<file path="config.mk">
export PLATFORM = sky130hd
export DESIGN_NAME = toggle_hs_rx_flat
export DESIGN_NICKNAME = d
export VERILOG_FILES = /design/src/rtl/toggle_hs_rx_pkg.sv /design/src/rtl/toggle_hs_rx_if.sv /design/src/rtl/toggle_hs_rx_sync.sv /design/src/rtl/toggle_hs_rx.sv /design/src/flat_wrapper.sv
export SDC_FILE = /design/constraint.sdc
export NUM_CORES = 1
export LEC_CHECK = 0
export ABC_CLOCK_PERIOD_IN_PS = 1200
export CORE_MARGIN = 4
export CORE_UTILIZATION = 39
export DETAILED_ROUTE_END_ITERATION = 7
export PLACE_DENSITY_LB_ADDON = 0.08
export SYNTH_ARGS = -nofsm -noshare
export SYNTH_HDL_FRONTEND = slang
export SYNTH_SLANG_ARGS = --single-unit
</file>
<file path="constraint.sdc">
create_clock -name clk -period 1.2 [get_ports clk]
set_input_delay 0.24 -clock clk [delete_from_list [all_inputs] [get_ports clk]]
set_output_delay 0.24 -clock clk [all_outputs]
set_load 0.01 [all_outputs]
</file>
<file path="src/rtl/toggle_hs_rx_pkg.sv">
// toggle_hs_pkg: shared types and constants for the toggle handshake receiver.
// Latency: n/a (declarations only).
// Backpressure: n/a.
// Contents: FSM state encoding, synchronizer depth limits, default word width.
package toggle_hs_pkg;

  // Limits on the req_tgl synchronizer depth.
  localparam int SYNC_MIN   = 2;
  localparam int SYNC_MAX   = 4;

  // Default transferred word width.
  localparam int DEF_DATA_W = 8;

  // Receiver FSM: IDLE waits for a request edge, VALID holds a word for the consumer.
  typedef enum logic [0:0] {
    IDLE  = 1'b0,
    VALID = 1'b1
  } state_e;

endpackage

</file>
<file path="src/rtl/toggle_hs_rx_if.sv">
// toggle_hs_rx_if: bundles the sender-side toggle handshake and the consumer-side valid/ready bus.
// Latency: n/a (wires only).
// Backpressure: out_ready from the consumer; the sender is throttled by ack_tgl.
// Ports (slave = receiver view):
//   in : req_tgl, data_in, out_ready, clr_overrun [, data_par]
//   out: out_valid, out_data, ack_tgl, busy, overrun [, par_err]
// Optional parity signals exist only when TOGGLE_HS_RX_PARITY_EN is defined.
interface toggle_hs_rx_if
  import toggle_hs_pkg::*;
#(
  parameter int DATA_W = DEF_DATA_W
) ();

  logic              req_tgl;
  logic [DATA_W-1:0] data_in;
  logic              out_valid;
  logic [DATA_W-1:0] out_data;
  logic              out_ready;
  logic              ack_tgl;
  logic              busy;
  logic              overrun;
  logic              clr_overrun;
`ifdef TOGGLE_HS_RX_PARITY_EN
  logic              data_par;
  logic              par_err;
`endif

  // Environment side: sender plus consumer.
  modport master (
    output req_tgl, data_in, out_ready, clr_overrun,
`ifdef TOGGLE_HS_RX_PARITY_EN
    output data_par,
    input  par_err,
`endif
    input  out_valid, out_data, ack_tgl, busy, overrun
  );

  // Receiver side.
  modport slave (
    input  req_tgl, data_in, out_ready, clr_overrun,
`ifdef TOGGLE_HS_RX_PARITY_EN
    input  data_par,
    output par_err,
`endif
    output out_valid, out_data, ack_tgl, busy, overrun
  );

endinterface

</file>
<file path="src/rtl/toggle_hs_rx_sync.sv">
// toggle_sync: brings the asynchronous req_tgl into clk and flags each level change.
// Latency: req_edge is high SYNC_STAGES cycles after req_tgl changes, for exactly one cycle.
// Backpressure: none; every change of the synchronized level yields one edge pulse.
// Ports: clk, rst (sync, active-low), req_tgl (async in), req_edge (out).
module toggle_sync
  import toggle_hs_pkg::*;
#(
  parameter int SYNC_STAGES = 2
) (
  input  logic clk,
  input  logic rst,
  input  logic req_tgl,
  output logic req_edge
);

  if (SYNC_STAGES < SYNC_MIN || SYNC_STAGES > SYNC_MAX) begin : g_bad_stages
    $error("toggle_sync: SYNC_STAGES out of range");
  end

  logic [SYNC_STAGES-1:0] sync_q, sync_d;
  logic                   req_prev_q, req_prev_d;
  logic                   sync_out;

  always_comb begin
    // sync_q[0] is the metastability-catching flop; the top bit is the safe output.
    sync_d     = {sync_q[SYNC_STAGES-2:0], req_tgl};
    sync_out   = sync_q[SYNC_STAGES-1];
    req_prev_d = sync_out;
    req_edge   = sync_out ^ req_prev_q;
  end

  always_ff @(posedge clk) begin
    if (!rst) begin
      sync_q     <= '0;
      req_prev_q <= 1'b0;
    end else begin
      sync_q     <= sync_d;
      req_prev_q <= req_prev_d;
    end
  end

endmodule

</file>
<file path="src/rtl/toggle_hs_rx.sv">
// toggle_hs_rx: receiving end of a two-phase req/ack handshake, presenting words on valid/ready.
// Latency: req_tgl toggle to out_valid is SYNC_STAGES+1 clk cycles; ack_tgl toggles one cycle after acceptance.
// Backpressure: out_ready low holds the word; a request arriving meanwhile is dropped and flagged in overrun.
// Ports: clk, rst (sync, active-low), hs (toggle_hs_rx_if.slave).
// Optional: define TOGGLE_HS_RX_PARITY_EN to add data_par / sticky par_err (even parity over data_in+data_par).
module toggle_hs_rx
  import toggle_hs_pkg::*;
#(
  parameter int DATA_W      = DEF_DATA_W,
  parameter int SYNC_STAGES = 2
) (
  input  logic           clk,
  input  logic           rst,
  toggle_hs_rx_if.slave  hs
);

  localparam logic [0:0] ST_IDLE  = IDLE;
  localparam logic [0:0] ST_VALID = VALID;

  logic              req_edge;
  logic [0:0]        state_q, state_d;
  logic              out_valid_q, out_valid_d;
  logic [DATA_W-1:0] out_data_q, out_data_d;
  logic              ack_tgl_q, ack_tgl_d;
  logic              overrun_q, overrun_d;
  logic              capture;
  logic              overrun_set;

  toggle_sync #(
    .SYNC_STAGES (SYNC_STAGES)
  ) u_sync (
    .clk      (clk),
    .rst      (rst),
    .req_tgl  (hs.req_tgl),
    .req_edge (req_edge)
  );

  always_comb begin
    state_d     = state_q;
    out_valid_d = out_valid_q;
    out_data_d  = out_data_q;
    ack_tgl_d   = ack_tgl_q;
    capture     = 1'b0;
    overrun_set = 1'b0;

    case (state_q)
      ST_IDLE: begin
        if (req_edge) begin
          capture     = 1'b1;
          out_valid_d = 1'b1;
          state_d     = ST_VALID;
        end
      end
      ST_VALID: begin
        if (hs.out_ready) begin
          // Acceptance acknowledges the held word; the sender may already
          // have a new one on the way, which then replaces it seamlessly.
          ack_tgl_d = ~ack_tgl_q;
          if (req_edge) begin
            capture = 1'b1;
          end else begin
            out_valid_d = 1'b0;
            state_d     = ST_IDLE;
          end
        end else if (req_edge) begin
          // Nowhere to put the new word: keep the old one, drop the edge.
          overrun_set = 1'b1;
        end
      end
      default: begin
        out_valid_d = 1'b0;
        state_d     = ST_IDLE;
      end
    endcase

    if (capture) begin
      out_data_d = hs.data_in;
    end

    // Set wins over clear so an overrun coinciding with a clear is not lost.
    if (overrun_set) begin
      overrun_d = 1'b1;
    end else if (hs.clr_overrun) begin
      overrun_d = 1'b0;
    end else begin
      overrun_d = overrun_q;
    end
  end

  always_ff @(posedge clk) begin
    if (!rst) begin
      state_q     <= ST_IDLE;
      out_valid_q <= 1'b0;
      out_data_q  <= '0;
      ack_tgl_q   <= 1'b0;
      overrun_q   <= 1'b0;
    end else begin
      state_q     <= state_d;
      out_valid_q <= out_valid_d;
      out_data_q  <= out_data_d;
      ack_tgl_q   <= ack_tgl_d;
      overrun_q   <= overrun_d;
    end
  end

  assign hs.out_valid = out_valid_q;
  assign hs.out_data  = out_data_q;
  assign hs.ack_tgl   = ack_tgl_q;
  assign hs.busy      = (state_q == ST_VALID);
  assign hs.overrun   = overrun_q;

`ifdef TOGGLE_HS_RX_PARITY_EN
  logic par_err_q, par_err_d;

  always_comb begin
    // Even parity: data_in plus data_par must XOR to zero.
    if (capture && (^{hs.data_in, hs.data_par})) begin
      par_err_d = 1'b1;
    end else if (hs.clr_overrun) begin
      par_err_d = 1'b0;
    end else begin
      par_err_d = par_err_q;
    end
  end

  always_ff @(posedge clk) begin
    if (!rst) begin
      par_err_q <= 1'b0;
    end else begin
      par_err_q <= par_err_d;
    end
  end

  assign hs.par_err = par_err_q;
`endif

endmodule

</file>
<file path="src/flat_wrapper.sv">
// flat-port wrapper written by rule: the top's interface ports become plain ports
module toggle_hs_rx_flat import toggle_hs_pkg::*;
#(
  parameter int DATA_W      = DEF_DATA_W,
  parameter int SYNC_STAGES = 2
)
  (clk, rst, hs_req_tgl, hs_data_in, hs_out_ready, hs_clr_overrun, hs_out_valid, hs_out_data, hs_ack_tgl, hs_busy, hs_overrun);
  toggle_hs_rx_if #(.DATA_W(DATA_W)) hs_i ();
  input  logic clk;
  input  logic rst;
  input wire logic [$bits(hs_i.req_tgl)-1:0] hs_req_tgl;
  input wire logic [$bits(hs_i.data_in)-1:0] hs_data_in;
  input wire logic [$bits(hs_i.out_ready)-1:0] hs_out_ready;
  input wire logic [$bits(hs_i.clr_overrun)-1:0] hs_clr_overrun;
  output wire logic [$bits(hs_i.out_valid)-1:0] hs_out_valid;
  output wire logic [$bits(hs_i.out_data)-1:0] hs_out_data;
  output wire logic [$bits(hs_i.ack_tgl)-1:0] hs_ack_tgl;
  output wire logic [$bits(hs_i.busy)-1:0] hs_busy;
  output wire logic [$bits(hs_i.overrun)-1:0] hs_overrun;
  assign hs_i.req_tgl = hs_req_tgl;
  assign hs_i.data_in = hs_data_in;
  assign hs_i.out_ready = hs_out_ready;
  assign hs_i.clr_overrun = hs_clr_overrun;
  assign hs_out_valid = hs_i.out_valid;
  assign hs_out_data = hs_i.out_data;
  assign hs_ack_tgl = hs_i.ack_tgl;
  assign hs_busy = hs_i.busy;
  assign hs_overrun = hs_i.overrun;
  toggle_hs_rx #(.DATA_W(DATA_W), .SYNC_STAGES(SYNC_STAGES)) u_core (.clk(clk), .rst(rst), .hs(hs_i));
endmodule
</file>
==> results.cfg, run 1 <==
[global_routing]
grt_pass1_wl_um = 1780
antenna_found_initial = 0
grt_max_degree = 24
grt_util_all_layers = 0.1187
grt_pass1_vias = 441
gr-total-overflow = 0

[yosys]
synth.avg_cell_area_um2 = 9.859
synthCells = 58
post_synth_instance_area_um2 = 571.8
synth.distinct_cells = 17
ys_seq_area_frac = 0.5252
yosys_warnings = 0
synth_fp_nets = 71
synth_seq_cells = 15

[final_layout]
fin_cells = 105
fin_area_um2 = 895.9
n_antenna_cell = 0
final_common_cell = nand2_1
ff_latch_area_um2 = 300.3
drive_gt1_frac = 0.1333
nNetsFinal = 104
utilization = 0.6717
most-common-layout-cells = nand2_1 (17), dfxtp_1 (15), clkdlybuf4s50_1 (12), dlygate4sd2_1 (12), mux2i_1 (8)
multiInputGateArea_um2 = 252.7
syn_to_final_growth_pct = 56.67
nFillCells = 123

[worst_hold_path]
hp-class = reg -> reg
min_path_cells = 1

[sta]
slew_violations = 0
min_period_over_period = 0.9424
period_needed_ns = 1.131
fin_skew_ns = 0.002870
max_freq_mhz = 884.2
setup_violations = 0
report.final.hold_viol_count = 0
max-slew-margin-rel = 0.8491
rsz0062_at_grt = false
worstMarginPinSlew_ns = 0.2252

[pwr]
p_leak_nw = 0.4222
finalPower_mw = 0.9777
pwr_density_cell_mw_per_mm2 = 1091
peakVddDrop_mv = 0.8696

[floorplan]
io_pins = 25
die-width_um = 46.29
rows = 13
coreArea_mm2 = 0.001334
initial_core_util = 0.4287
die_h_um = 46.29
die_area_mm2 = 0.002143

[worst_setup_path]
path_cells = dlygate4sd2_1
slowest_stage = dfxtp_1
ff2ff_path_depth = 5
startpoint_type = register
max_stage_delay_ns = 0.34
crit_family = flip-flops
critPathBufInv = 1
worst_ep_required_time_ns = 0.96
worstPathArrival_ns = 0.89
endpoint_kind = primary output
criticalPathCategory = reg -> out
cp.depth = 1
cp_max_fo = 2

[placement]
dp_hpwl_um = 828.4
dp.cells = 101
place.gp.congestion = 0.7635
place_area_um2 = 875.8
port_buffers = 24

[outcome]
status = completed

[routing]
drt_wl_total_um = 1110
drtIter0Drc = 3
dr_total_vias = 467
first_pass_iters = 4
wl_per_cell_um = 10.57
drt-vias-per-instance = 4.448
drc = 0
ant_nets = 0

[cts]
htreeDepth = 1
post_cts_buffers = 0
cts_root_buf = clkbuf_4
cts_made_buffers = 3
path_clk_slew_ns = 0.09
cts_tree = done
cts-hold-fix-buffers = 0
clk_latency_ns = 0.27
cts_sinks = 15
clock_path_buffers = 2

[run]
drv_cap = 0
[cells by family (layout without fill, tap and decap cells)]
group | after synthesis | in the layout | share of synthesized area
and+or+nand+nor | 26 | 26 | 0.2079
AOI/OAI and AO/OA | 3 | 3 | 0.04159
muxes | 8 | 8 | 0.1400
xor gates and xnor gates | 2 | 2 | 0.04377
buffers and inverters | 4 | 36 | 0.04155
DFF | 15 | 15 | 0.5252
[layout make-up]
cell class | instances | area share
sequential | 15 | 0.3352
clock buffer | 4 | 0.02933
timing repair buffer | 31 | 0.3282
inverter | 1 | 0.004190
tap | 15 | 0.02095
multi-input combinational | 39 | 0.2821
[report_power, final]
part | leakage (nW) | internal (mW) | switching (mW)
Clock | 0.0150 | 0.129 | 0.150
Sequential | 0.122 | 0.522 | 0.0112
Combinational | 0.285 | 0.103 | 0.0628
Total | 0.422 | 0.754 | 0.224
[Yosys cell counts]
cell type / n / area share
nand2_1: 17 / 0.11
dfxtp_1: 15 / 0.53
mux2i_1: 8 / 0.14
and2_1: 5 / 0.055
a21boi_1: 1 / 0.013
buf_2: 1 / 0.0087
buf_6: 1 / 0.020
clkbuf_1: 1 / 0.0066
inv_1: 1 / 0.0066
nand2b_1: 1 / 0.011
nand3_1: 1 / 0.0087
nor2_1: 1 / 0.0066
nor2b_2: 1 / 0.015
o211a_1: 1 / 0.018
o22ai_1: 1 / 0.011
xnor2_1: 1 / 0.015
xnor2_2: 1 / 0.028
[per-layer routing]
layer	track usage	wire length (µm)	vias to the layer above
met4	0.08523	12	0
li1	-	-	248
met3	0.03516	92	2
met1	0.1509	523	203
met5	0	0	-
met2	0.1676	482	14
[registers in the layout (all words and copies together), names as in the netlist]
signal	count
u_core.hs.busy	1
u_core.hs.ack_tgl	1
u_core.u_sync.req_prev_q	1
u_core.hs.out_data	8
u_core.u_sync.sync_q	2
u_core.hs.out_valid	1
u_core.hs.overrun	1
[final timing paths]
check	startpoint	to	slack (ns)
hold / removal	u_core.u_sync.sync_q[0]$_SDFF_PN0_	u_core.u_sync.sync_q[1]$_SDFF_PN0_	0.44
setup reg to reg	u_core.hs.busy$_SDFF_PN0_	u_core.hs.out_data[2]$_SDFFE_PN0P_	0.09
setup / recovery	u_core.hs.out_data[1]$_SDFFE_PN0P_	hs_out_data[1]	0.07
hold reg to reg	u_core.u_sync.sync_q[0]$_SDFF_PN0_	u_core.u_sync.sync_q[1]$_SDFF_PN0_	0.44
[per-stage QoR]
stage	setup TNS [ns]	worst slack, ns	hold WS [ns]
finish	0	0.06910	0.4397
CTS	0	0.04648	0.4429
global placement	-1.576	-0.2192	0.4156
floorplan	0	0.1784	0.3673
global route	0	0.009215	0.4515
detailed placement	-1.831	-0.2414	0.4223
[repair_timing]
item | 4_1_cts | 5_1_grt
resized for setup | 12 | 2
pin swaps | 0 | 0
setup endpoints to repair | 12 | 6
(Power assumes the default switching activity.)
==> run 2, diff against run 1 <==
- ABC_AREA: unset -> 0
- TNS_END_PERCENT: unset -> 1
==> results of run 2 <==
No change in the layout: final DEF, timing and power equal those of run 1.
==> run 3, diff against run 2 <==
- MAX_ROUTING_LAYER: unset -> met4
- PLACE_DENSITY: unset -> 0.73
- PLACE_DENSITY_LB_ADDON: 0.08 -> unset
==> run 3 against run 2 <==
Compared with the run above:
- core utilization unchanged
- die area unchanged
- combinational power about the same
- clock skew down 0.0018 ns
- via count up 3.0%
- non-clock buffer count down 1
- sequential share of layout area unchanged
- hold slack better by 0.0034 ns
- cell area unchanged
- critical path depth up 4
- final cell count down 0.95%
==> results.cfg, run 3 (synthesized netlist as in run 1, its figures left out) <==
[sta]
period_needed_ns = 1.132
max-slew-margin-rel = 0.8450
slew_violations = 0
holdWs_ns = 0.4430
fin_skew_ns = 0.001112
min_period_over_period = 0.9431
rsz0062_at_grt = false
setup_violations = 0
worstMarginPinSlew_ns = 0.2325
report.final.hold_viol_count = 0
fin_ws_ns = 0.06824
max_freq_mhz = 883.6

[cts]
htreeDepth = 1
cts-hold-fix-buffers = 0
cts_root_buf = clkbuf_4
path_clk_slew_ns = 0.08
cts_resized = 12
clock_path_buffers = 2
clk_latency_ns = 0.27
post_cts_buffers = 0
cts_made_buffers = 3
cts_sinks = 15
cts_tree = done

[final_layout]
final_common_cell = nand2_1
fin_cells = 104
largest_reg_flops = 8
nNetsFinal = 103
n_antenna_cell = 0
drive_gt1_frac = 0.1236
nFillCells = 122
most-common-layout-cells = nand2_1 (17), dfxtp_1 (15), clkdlybuf4s50_1 (12), dlygate4sd2_1 (12), mux2i_1 (8)
syn_to_final_growth_pct = 56.67
utilization = 0.6717

[routing]
wl_met3_um = 96
drc = 0
wl_per_cell_um = 10.60
drtIter0Drc = 3
dr_total_vias = 481
highest_layer = met3
first_pass_iters = 4
ant_nets = 0
drt_wl_total_um = 1102
wl_met2_um = 516
routedLengthMet1_um = 490
drt-vias-per-instance = 4.625

[floorplan]
coreArea_mm2 = 0.001334
die-width_um = 46.29
io_pins = 25
initial_core_util = 0.4287
rows = 13
die_h_um = 46.29
die_area_mm2 = 0.002143

[worst_setup_path]
criticalPathCategory = in -> reg
cp_max_fo = 8
ff2ff_path_depth = 5
rr_startpoint = u_core.hs.busy$_SDFF_PN0_
max_stage_delay_ns = 0.47
rr_endpoint = u_core.hs.out_data[3]$_SDFFE_PN0P_
regToRegSetupSlack_ns = 0.10
startpoint_type = input port
slowest_stage = clkdlybuf4s50_1
endpoint_kind = register
worstPathArrival_ns = 1.33
path_cells = clkdlybuf4s50_1, nand2b_1, nor2b_4, buf_12, mux2i_1
worst_ep_required_time_ns = 1.40

[run]
drv_cap = 0

[global_routing]
grt_util_all_layers = 0.1218
grt_pass1_vias = 481
antenna_found_initial = 0
gr-total-overflow = 0
grt_pass1_wl_um = 1863
grt_max_degree = 15

[pwr]
pwr_density_cell_mw_per_mm2 = 1079
p_leak_nw = 0.4169
peakVddDrop_mv = 0.6391

[worst_hold_path]
min_path_cells = 1
min_to = u_core.u_sync.sync_q[1]$_SDFF_PN0_
min_from = u_core.u_sync.sync_q[0]$_SDFF_PN0_
hp-class = reg -> reg

[placement]
dp.cells = 100
dp_hpwl_um = 873.7
place_ws_ns = -0.2404
port_buffers = 24
place.gp.congestion = 0.7321

[outcome]
status = completed
## run 3: cell types whose count changed in the layout (fill, tap and decap cells not counted), sizes merged
cell | previous run | this run
buf | 7 | 6
## run 3: layer usage
metal | GRT usage | vias to the layer above
met1 | 0.1405 | 214
met2 | 0.2033 | 20
met5 | - | -
met4 | 0.03409 | 0
li1 | - | 247
met3 | 0.03516 | 0
## run 3: how the worst max path moves through the flow
stage                                        from                                  to  slack, ns  cells past startpoint
2_1_floorplan           u_core.hs.busy$_SDFF_PN0_  u_core.hs.out_data[0]$_SDFFE_PN0P_       0.18                      4
3_3_place_gp                         hs_out_ready  u_core.hs.out_data[4]$_SDFFE_PN0P_      -0.22                      5
3_5_place_dp                         hs_out_ready  u_core.hs.out_data[1]$_SDFFE_PN0P_      -0.24                      5
4_1_cts                              hs_out_ready  u_core.hs.out_data[4]$_SDFFE_PN0P_       0.04                      5
5_1_grt        u_core.u_sync.sync_q[1]$_SDFF_PN0_  u_core.hs.out_data[6]$_SDFFE_PN0P_      0.006                      4
6_report                             hs_out_ready  u_core.hs.out_data[3]$_SDFFE_PN0P_       0.07                      5
## run 3: per-stage QoR
stage | power, mW | TNS (ns) | instance area [µm²]
6_report | 0.9668 | 0 | 895.9
5_1_grt | 1.019 | 0 | 895.9
4_1_cts | 0.9767 | 0 | 879.6
2_1_floorplan | 0.6151 | 0 | 571.8
3_5_place_dp | 0.7212 | -1.923 | 868.3
3_3_place_gp | 0.7170 | -1.701 | 868.3
## run 3: power by group
part | total [mW] | leakage, nW | switching [mW] | internal, mW
clock | 0.267 | 0.0150 | 0.139 | 0.128
sequential | 0.535 | 0.122 | 0.0132 | 0.522
combinational | 0.165 | 0.279 | 0.0625 | 0.102
## run 3: area by class of cell
| cell class | instances | area, µm² | share of cell area |
|---|---|---|---|
| Timing Repair Buffer | 30 | 282.8 | 0.3156 |
| Sequential cell | 15 | 300.3 | 0.3352 |
| Inverter | 1 | 3.754 | 0.004190 |
| Tap cell | 15 | 18.77 | 0.02095 |
| Clock buffer | 4 | 26.28 | 0.02933 |
| Multi-Input combinational cell | 39 | 264.0 | 0.2947 |
## run 3: worst max-delay path: cells and delay by family
| family | cells | cell delay, ns |
|---|---|---|
| buf+inv | 2 | 0.61 |
| mux | 1 | 0.18 |
| simple gates | 2 | 0.30 |
